===== src/rtl/bus_pkg.sv =====
// Shared definitions for the bus slicer: slot numbering, op codes, cart map.
// Latency: n/a (package only).
// Backpressure: n/a (package only).
package bus_pkg;

  // Four-slot frame: master address, read channel, master data, read channel.
  localparam logic [1:0] SLOT_MADDR = 2'd0;
  localparam logic [1:0] SLOT_RD0   = 2'd1;
  localparam logic [1:0] SLOT_MDATA = 2'd2;
  localparam logic [1:0] SLOT_RD1   = 2'd3;

  // Idle data bus level; replicated to the data width at the point of use
  // so the package stays independent of DW.
  localparam logic IDLE_BIT = 1'b1;

  typedef enum logic [1:0] {
    OP_NONE  = 2'd0,
    OP_READ  = 2'd1,
    OP_WRITE = 2'd2
  } op_e;

  // Cartridge decode for the 16-bit map: 0x0000-0x7FFF and 0xA000-0xBFFF.
  function automatic logic is_cart(input logic [15:0] addr);
    return (addr[15] == 1'b0) || (addr[15:13] == 3'b101);
  endfunction

endpackage


===== src/rtl/rr_arbiter.sv =====
// Round-robin one-hot grant among NRD requesters, search starting at ptr.
// Latency: purely combinational.
// Backpressure: none; a requester simply waits until it is granted.
//   req : request vector, one bit per channel
//   ptr : channel index that has highest priority this slot
//   gnt : one-hot grant (all zero when nothing is requested)
module rr_arbiter #(
  parameter int NRD = 2,
  // Derived width of ptr; leave at its default.
  parameter int PW  = (NRD > 1) ? $clog2(NRD) : 1
) (
  input  logic [NRD-1:0] req,
  input  logic [PW-1:0]  ptr,
  output logic [NRD-1:0] gnt
);

  logic found;

  // Outer loop walks priority order ptr, ptr+1, ...; the inner loop keeps
  // every bit select a constant index after unrolling.
  always_comb begin
    gnt   = '0;
    found = 1'b0;
    for (int i = 0; i < NRD; i++) begin
      for (int j = 0; j < NRD; j++) begin
        if (!found && req[j] && (j == ((int'(ptr) + i) % NRD))) begin
          gnt[j] = 1'b1;
          found  = 1'b1;
        end
      end
    end
  end

endmodule


===== src/rtl/bus_slicer.sv =====
// Time-slices one external bus into a 4-slot frame: master addr/data slots
// and two round-robin read-channel slots. Latency: master read data 3 cycles
// after slot 0, channel read data 1 cycle after its slot. Backpressure: none;
// requestors hold r_req/r_a until r_ack, the master simply waits for slot 0.
//   clk, rst_n      : clock, synchronous active-low reset
//   ct              : current slot number
//   m_*             : master request (a/dout/wr/rd in, din/valid out)
//   r_req/r_a       : read-channel requests; r_ack/r_data/r_valid responses
//   a/dout/din/doe/wr/cale/cs : external bus
module bus_slicer
  import bus_pkg::*;
#(
  parameter int AW  = 16,
  parameter int DW  = 8,
  parameter int NRD = 2
) (
  input  logic              clk,
  input  logic              rst_n,
  output logic [1:0]        ct,
  input  logic [AW-1:0]     m_a,
  input  logic [DW-1:0]     m_dout,
  input  logic              m_wr,
  input  logic              m_rd,
  output logic [DW-1:0]     m_din,
  output logic              m_valid,
  input  logic [NRD-1:0]    r_req,
  input  logic [NRD*AW-1:0] r_a,
  output logic [NRD-1:0]    r_ack,
  output logic [DW-1:0]     r_data,
  output logic [NRD-1:0]    r_valid,
  output logic [AW-1:0]     a,
  output logic [DW-1:0]     dout,
  input  logic [DW-1:0]     din,
  output logic              doe,
  output logic              wr,
  output logic              cale,
  output logic              cs
);

  localparam int PW = (NRD > 1) ? $clog2(NRD) : 1;
  localparam logic [DW-1:0] IDLE_DATA = {DW{IDLE_BIT}};

  logic [PW-1:0]  p;
  logic [AW-1:0]  lat_a;
  logic [DW-1:0]  lat_d;
  logic           lat_cart;
  op_e            lat_op;

  logic [NRD-1:0] gnt;
  logic [PW-1:0]  gidx;
  logic [PW-1:0]  p_next;
  logic [AW-1:0]  rd_addr;
  logic           rd_slot;

  assign rd_slot = (ct == SLOT_RD0) || (ct == SLOT_RD1);

  rr_arbiter #(
    .NRD (NRD),
    .PW  (PW)
  ) u_arb (
    .req (r_req),
    .ptr (p),
    .gnt (gnt)
  );

  // Grant index and granted address; both are zero when nobody is granted,
  // which gives the a=0 idle address in an empty read slot for free.
  always_comb begin
    gidx    = '0;
    rd_addr = '0;
    for (int i = 0; i < NRD; i++) begin
      if (gnt[i]) begin
        gidx = PW'(i);
      end
      rd_addr = rd_addr | (r_a[i*AW +: AW] & {AW{gnt[i]}});
    end
  end

  assign p_next = (gidx == PW'(NRD - 1)) ? '0 : gidx + PW'(1);

  // Bus drive. Reset forces idle combinationally so nothing leaks onto the
  // bus while rst_n is low, including the input-driven slot-0 address.
  always_comb begin
    a     = '0;
    dout  = IDLE_DATA;
    doe   = 1'b0;
    wr    = 1'b0;
    cale  = 1'b0;
    cs    = 1'b0;
    r_ack = '0;
    if (rst_n) begin
      case (ct)
        SLOT_MADDR: begin
          a    = m_a;
          cale = 1'b1;
        end
        SLOT_MDATA: begin
          a  = lat_a;
          cs = lat_cart && (lat_op != OP_NONE);
          if (lat_op == OP_WRITE) begin
            dout = lat_d;
            doe  = 1'b1;
            wr   = 1'b1;
          end
        end
        default: begin
          a     = rd_addr;
          r_ack = gnt;
        end
      endcase
    end
  end

  always_ff @(posedge clk) begin
    if (!rst_n) begin
      ct       <= SLOT_MADDR;
      p        <= '0;
      lat_a    <= '0;
      lat_d    <= '0;
      lat_cart <= 1'b0;
      lat_op   <= OP_NONE;
      m_din    <= IDLE_DATA;
      r_data   <= IDLE_DATA;
      m_valid  <= 1'b0;
      r_valid  <= '0;
    end else begin
      ct      <= ct + 2'd1;
      m_valid <= 1'b0;
      r_valid <= '0;
      case (ct)
        SLOT_MADDR: begin
          lat_a    <= m_a;
          lat_d    <= m_dout;
          lat_cart <= is_cart(16'(m_a));
          // Write wins when both strobes are set.
          if (m_wr) begin
            lat_op <= OP_WRITE;
          end else if (m_rd) begin
            lat_op <= OP_READ;
          end else begin
            lat_op <= OP_NONE;
          end
        end
        SLOT_MDATA: begin
          if (lat_op == OP_READ) begin
            m_din   <= din;
            m_valid <= 1'b1;
          end
        end
        default: begin
          if (rd_slot && (|gnt)) begin
            r_data  <= din;
            r_valid <= gnt;
            p       <= p_next;
          end
        end
      endcase
    end
  end

endmodule

===== config.mk =====
export PLATFORM = sky130hd
export DESIGN_NAME = bus_slicer
export DESIGN_NICKNAME = d
export VERILOG_FILES = /design/src/rtl/bus_pkg.sv /design/src/rtl/rr_arbiter.sv /design/src/rtl/bus_slicer.sv
export SDC_FILE = /design/constraint.sdc
export NUM_CORES = 1
export LEC_CHECK = 0
export ABC_AREA = 1
export ABC_CLOCK_PERIOD_IN_PS = 3320
export CORE_ASPECT_RATIO = 0.75
export CORE_UTILIZATION = 43
export DETAILED_ROUTE_END_ITERATION = 10
export PLACE_DENSITY = 0.9
export RECOVER_POWER = 25
export SLEW_MARGIN = 20
export SYNTH_ARGS = -nofsm -noshare
export SYNTH_HDL_FRONTEND = slang
export SYNTH_HIERARCHICAL = 1
export SYNTH_SLANG_ARGS = --single-unit

===== constraint.sdc =====
create_clock -name clk -period 3.32 [get_ports clk]
set_clock_uncertainty 0.1 [all_clocks]
set_input_delay 0.332 -clock clk [delete_from_list [all_inputs] [get_ports clk]]
set_output_delay 0.332 -clock clk [all_outputs]
set_load 0.05 [all_outputs]

==> reports/results.ini, run 1 <==
[outcome]
outcome=finished clean

[synth]
syn_inst=360
ys_seq_area_share_pct=40.69
synthTopCellsByArea=dfxtp_1 41%, nand2_1 19%, a21oi_1 12%, nand3_1 8.9%, inv_1 4.4%
yosys_warnings=6
synth_ff_type=dfxtp_1
syn_area_um2=2411
ys_types=17
async_reset_ff_share_pct=0
ys_ff_latch=49
synth_top_area_cell=dfxtp_1
synth_top_area_share_pct=40.69
netlist_top_cells_count=123 x nand2_1, 59 x a21oi_1, 49 x dfxtp_1
syn_avg_cell_area_um2=6.697
synth_nets=436
synth_edf_count=0
synth_most_common_cell=nand2_1

[sta]
maxSlewViolCount=0
fin_setup_tns_ns=0
period_minus_slack_ns=2.923
setup_viol=0
finalHoldViolCount=0
worst_pin_slew_ns=0.9368
slew_headroom_pct=37.55
grt_setup_unrepaired=no
fmax_mhz=342.1
period_share_pct=88.05

[clock_network]
clk_latency_ns=0.30
post_cts_resized=0
cts_sinks=49
cts_tree=done
htree_levels=2
holdBufCountCts=0
cts_setup_buffers=0
path_clk_slew_ns=0.09
clockRootBuffer=clkbuf_8
cts.path.max_buffers=2
numCtsBuffers=5

[place]
io_buffers=120
place_congestion=0.7950
hpwl_mm=5.490

[route]
num_vias=2757
wl_per_cell_um=13.42
met2_length_mm=3.597
ant_nets=0
wl_met3_um=551
dr.max_layer_used=met4
drt-pass1-iter-count=4
first_iter_violations=108
via_per_inst=5.031
drt_wl_total_mm=7.356
drc_errors=0
wl_met1_mm=3.055

[final_layout]
utilization_pct=72.91
drive_gt1_share_pct=7.611
antenna_cells=0
nets=548
area_delta_synth_final_pct=62.74
fillers=436

[job]
maxCapViolations=0

[pwr]
peakVddDrop_mv=0.2024
p_leak_nw=1.687
cellPowerDensity_nw_per_um2=437.5

[critical_path]
crit_chain=inv_1 > ha_1 > inv_1 > nand4_1 > inv_1 > clkdlybuf4s50_1
critPathMaxStageDelay_ns=0.80
crit_family=buffers and inverters
critPathMaxFanout=17
slowest_stage=clkdlybuf4s50_1
cp_data_arrival_time_ns=2.49
cp-start-kind=flop
crit_type=flop to primary output
critPathBufInv=4
required_ns=2.89
cpMostUsedCell=inv_1
cp-end-kind=primary output

[global_routing]
grt_first_pass_wirelength_mm=11.83
antenna_found_initial=0
track_usage_pct=26.18
grt_max_degree=34
grt_pass1_vias=2668
overflow=0

[worst_hold_path]
holdCritPathClass=primary input to flop

[floorplanning]
pin_count=121
fp.coreArea_um2=5381
die_x_um=88.47
initial_core_util_pct=44.80
placementRows=23
die_y_um=66.85
dieArea_um2=5914

-- logic make-up (layout without fill, tap and decap cells) --
group,count (synthesis),after routing,share of synthesized area [%]
AOI/OAI and AO/OA,70,70,14.53
adders and majority gates,6,6,3.114
buffers and inverters,52,165,9.497
DFF,49,49,40.68
and+or+nand+nor,183,183,32.17
-- per-stage QoR --
step	std cells	hold slack (ns)	power (mW)	instance area (µm²)	worst slack (ns)
finish	548	0.1896	1.717	3924	0.3968
global route	548	0.1929	1.799	3924	0.1316
CTS	548	0.1847	1.733	3936	0.4048
detailed placement	540	0.3476	1.291	3816	0.7442
global placement	540	0.3403	1.275	3816	0.8334
floorplan	360	0.3334	1.009	2411	0.4695
-- area by class of cell --
class | count | area [µm²] | share of cell area, %
timing repair buffer | 128 | 1419 | 36.16
sequential | 49 | 980.9 | 25.00
clock inverter | 2 | 37.54 | 0.9566
inverter | 29 | 108.9 | 2.774
clock buffer | 6 | 82.58 | 2.105
tap | 75 | 93.84 | 2.392
multi-input combinational | 259 | 1201 | 30.61
-- worst reg2reg max path: stages (launching register included) --
cell	delay, ns
dfxtp_1	0.36
inv_1	0.15
ha_1	0.21
clkbuf_1	0.71
inv_1	0.70
o21ai_0	0.42
a21oi_1	0.08
-- power by group --
part / leakage, nW / total (mW) / switching (mW) / internal [mW]
Combinational: 1.23 / 0.621 / 0.359 / 0.262
Sequential: 0.403 / 0.652 / 0.0219 / 0.630
Clock: 0.0574 / 0.444 / 0.199 / 0.245
Total: 1.69 / 1.72 / 0.580 / 1.14
-- layer usage --
layer / vias up / GRT usage [%]
li1: 1378 / -
met1: 1259 / 29.26
met2: 104 / 47.40
met3: 16 / 6.939
met4: 0 / 10.08
met5: - / 0
-- cell usage in the layout (no fill, tap or decap) --
master,Yosys,layout
nor2_1,9,9
dlygate4sd3_1,0,10
nor2_2,2,1
clkinvlp_4,0,1
nand4_1,1,1
nand3_1,43,44
buf_2,18,1
clkbuf_8,0,6
o21ai_0,11,11
a21oi_1,59,59
buf_4,3,6
nor2_4,0,1
dfxtp_1,49,49
inv_1,28,29
nand3_2,2,1
buf_12,0,17
clkbuf_1,2,2
nor3_1,2,2
nand2_1,123,123
bufinv_16,0,1
clkdlybuf4s50_1,0,92
nor3_4,1,1
ha_1,6,6
-- registers in the layout, summed over array words and instances, names as in the netlist --
register	count
p	1
m_din	8
m_valid	1
lat_a	16
lat_op	2
r_valid	2
ct	2
lat_cart	1
r_data	8
lat_d	8
-- worst paths after layout --
check / startpoint / endpoint / slack (ns) / cells after the start
min reg2reg: lat_d[0] / lat_d[0] / 0.36 / 2
max: ct[0] / r_ack[1] / 0.40 / 6
max reg2reg: ct[0] / lat_d[7] / 0.42 / 6
min: rst_n / m_din[6] / 0.19 / 2
Power figures use the tool's default switching activity.
==> run 2: changes to the inputs <==
--- a/config.mk
+++ b/config.mk
@@ -7,13 +7,12 @@
 export LEC_CHECK = 0
 export ABC_AREA = 1
 export ABC_CLOCK_PERIOD_IN_PS = 3320
-export CORE_ASPECT_RATIO = 0.75
-export CORE_UTILIZATION = 43
+export CORE_ASPECT_RATIO = 0.6
+export CORE_UTILIZATION = 45
 export DETAILED_ROUTE_END_ITERATION = 10
-export PLACE_DENSITY = 0.9
+export PLACE_DENSITY = 0.91
 export RECOVER_POWER = 25
 export SLEW_MARGIN = 20
 export SYNTH_ARGS = -nofsm -noshare
 export SYNTH_HDL_FRONTEND = slang
-export SYNTH_HIERARCHICAL = 1
 export SYNTH_SLANG_ARGS = --single-unit
==> reports/results.ini, run 2 <==
[outcome]
outcome=finished clean

[job]
maxCapViolations=0  ; unchanged

[route]
ant_nets=0  ; unchanged
num_vias=2949  ; +7.0%
via_per_inst=5.007  ; -0.48%
wl_per_cell_um=13.54  ; +0.84%
drt_wl_total_mm=7.973  ; +8.4%
drc_errors=0  ; unchanged
first_iter_violations=140  ; +30%
drt-pass1-iter-count=4  ; unchanged

[clock_network]
cts_tree=done
clk_latency_ns=0.30  ; about the same
path_clk_slew_ns=0.09  ; about the same
numCtsBuffers=5  ; unchanged
holdBufCountCts=0  ; unchanged
cts_sinks=49  ; unchanged
clockRootBuffer=clkbuf_8
cts.path.max_buffers=2  ; unchanged
cts_setup_buffers=0  ; unchanged
post_cts_resized=0  ; unchanged
htree_levels=2  ; unchanged

[synth]
syn_area_um2=2621  ; +8.7%
async_reset_ff_share_pct=0  ; unchanged
ys_seq_area_share_pct=37.42  ; -3.3 points
syn_avg_cell_area_um2=6.553  ; -2.2%
ys_types=25  ; +8
netlist_top_cells_count=120 x nand2_1, 58 x nand3_1, 49 x dfxtp_1
synthTopCellsByArea=dfxtp_1 37%, nand2_1 17%, nand3_1 11%, nor2_1 6.4%, inv_1 5.4%
synth_top_area_share_pct=37.42  ; -3.3 points
synth_most_common_cell=nand2_1
synth_top_area_cell=dfxtp_1
synth_edf_count=0  ; unchanged
syn_inst=400  ; +11%
ys_ff_latch=49  ; unchanged
synth_nets=474  ; +8.7%
yosys_warnings=0  ; -6
synth_ff_type=dfxtp_1

[critical_path]
rr_worst_depth=6  ; unchanged
r2r_setup_slack_ns=0.50  ; +0.08 ns
worstReg2RegEnd=lat_d[2]
crit_chain=inv_1 > ha_1 > nor2_4 > nand2_1 > nor2_1 > nor2_1 > buf_12
required_ns=2.89  ; about the same
critPathBufInv=2  ; -2
crit_family=simple AND/OR/NAND/NOR gates
cp.depth=7  ; +1
slowest_stage=nor2_4
crit_type=flop to primary output
cpMostUsedCell=nor2_1
cp-start-kind=flop
startpoint=ct[0]
critPathMaxFanout=25  ; +8
reg2reg_from=ct[0]
worstSetupEndpoint=a[5]
cp-end-kind=primary output
cp_data_arrival_time_ns=2.49  ; about the same
critPathMaxStageDelay_ns=0.62  ; -0.18 ns

[place]
hpwl_mm=6.019  ; +9.6%
place_congestion=0.7984  ; +0.43%
io_buffers=120  ; unchanged

[sta]
worst_pin_slew_ns=1.353  ; +0.4167 ns
maxSlewViolCount=0  ; unchanged
slew_headroom_pct=9.770  ; -28 points
period_share_pct=88.13  ; about the same
fin_setup_tns_ns=0  ; unchanged
period_minus_slack_ns=2.926  ; +0.002606 ns
finalHoldViolCount=0  ; unchanged
fmax_mhz=341.8  ; about the same
setup_viol=0  ; unchanged
grt_setup_unrepaired=no

[global_routing]
grt_max_degree=35  ; +2.9%
overflow=0  ; unchanged
track_usage_pct=25.47  ; -0.71 points
grt_first_pass_wirelength_mm=12.10  ; +2.3%
antenna_found_initial=0  ; unchanged
grt_pass1_vias=2614  ; -2.0%

[pwr]
combPwrFrac_pct=37.9  ; +1.7 points
p_leak_nw=1.787  ; +5.9%
intPower_mw=1.119  ; -1.5%
switchingPower_uw=591.1  ; +1.9%
p_seq_share_pct=38.1  ; about the same
peakVddDrop_mv=0.1983  ; -2.0%
cellPowerDensity_nw_per_um2=417.8  ; -4.5%
switching_share_pct=34.56  ; +0.77 points
power_mw=1.711  ; -0.36%
p_clk_share_pct=24.0  ; -1.9 points

[final_layout]
antenna_cells=0  ; unchanged
nets=583  ; +6.4%
largest-register=lat_a
drive_gt1_share_pct=11.79  ; +4.2 points
largest_reg_flops=16  ; unchanged
layout_commonest_cell=nand2_1
area_delta_synth_final_pct=56.18
most-common-layout-cells=120 x nand2_1, 69 x clkdlybuf4s50_1, 59 x nand3_1, 49 x dfxtp_1, 45 x nor2_1

[floorplanning]
pin_count=121  ; unchanged
die_x_um=100.5  ; +14%
initial_core_util_pct=46.84  ; +2.0 points
die_y_um=61.12  ; -8.6%
fp.coreArea_um2=5597  ; +4.0%
placementRows=21  ; -8.7%
dieArea_um2=6144  ; +3.9%

[worst_hold_path]
holdCritPathClass=flop to flop

[run 2: changes by cell type after synthesis, sizes merged, moves of 2 or more]
cell / before / now
nor2: 11 / 55
a21oi: 59 / 28
nand3: 45 / 59
inv: 29 / 41
a211oi: 0 / 2
ha: 6 / 4
nor3: 3 / 5
[run 2: worst reg2reg max path, cell delays in order, from the launching register on]
cell      delay [ns]
dfxtp_1         0.43
inv_1           0.10
ha_1            0.50
inv_2           0.19
clkbuf_1        1.01
o21ai_0         0.24
a21oi_1         0.17
[run 2: layout make-up]
cell class / instances / area, µm²
inverter: 42 / 160.2
tap: 80 / 100.1
timing repair buffer: 125 / 1435
sequential: 49 / 980.9
clock inverter: 2 / 35.03
multi-input combinational: 286 / 1314
fill: 440 / 1503
clock buffer: 5 / 68.82
[run 2: worst min-delay path by stage]
stage          slack [ns]   endpoint       from  cells after the start
2_1_floorplan        0.33   lat_d[3]   lat_d[3]                      2
3_3_place_gp         0.34  r_data[6]  r_data[6]                      2
3_5_place_dp         0.34   lat_d[1]   lat_d[1]                      2
4_1_cts              0.36   lat_d[5]   lat_d[5]                      2
5_1_grt              0.38   lat_a[0]   lat_a[0]                      2
6_report             0.36   lat_d[5]   lat_d[5]                      2
[run 2: power by group through the flow]
stage / logic (mW) / registers, mW / clock network (mW)
after floorplan: 0.338 / 0.703 / 0
after global placement: 0.637 / 0.663 / 0
after detailed placement: 0.651 / 0.665 / 0
after CTS: 0.655 / 0.652 / 0.409
after global routing: 0.695 / 0.656 / 0.439
final: 0.648 / 0.652 / 0.411
[run 2: cells by family after synthesis]
family / Yosys count / synth area share [%]
AND/OR/NAND/NOR: 242 / 40.43
AO/OA/AOI/OAI: 40 / 8.257
adder cells (fa/ha/maj): 4 / 1.909
flip-flops: 49 / 37.42
buffers and inverters: 65 / 11.98
[run 2: stage by stage]
step	worst slack, ns	std cells	util (%)	hold WS [ns]	area [µm²]
after floorplan	0.3149	400	-	0.3334	2621
after global placement	0.8348	582	71.59	0.3378	4006
after detailed placement	0.6990	582	71.59	0.3444	4006
after global routing	0.2545	589	73.15	0.3807	4094
after CTS	0.3954	589	73.44	0.3575	4110
final	0.3942	589	73.15	0.3564	4094
[run 2: layer usage]
metal / share of wire (%) / vias to the layer above / global-route usage, %
met1: 45 / 1349 / 31.68
met5: 0 / - / 0
li1: - / 1471 / -
met4: 1.2 / 0 / 7.246
met2: 46 / 116 / 44.52
met3: 7.5 / 13 / 7.037
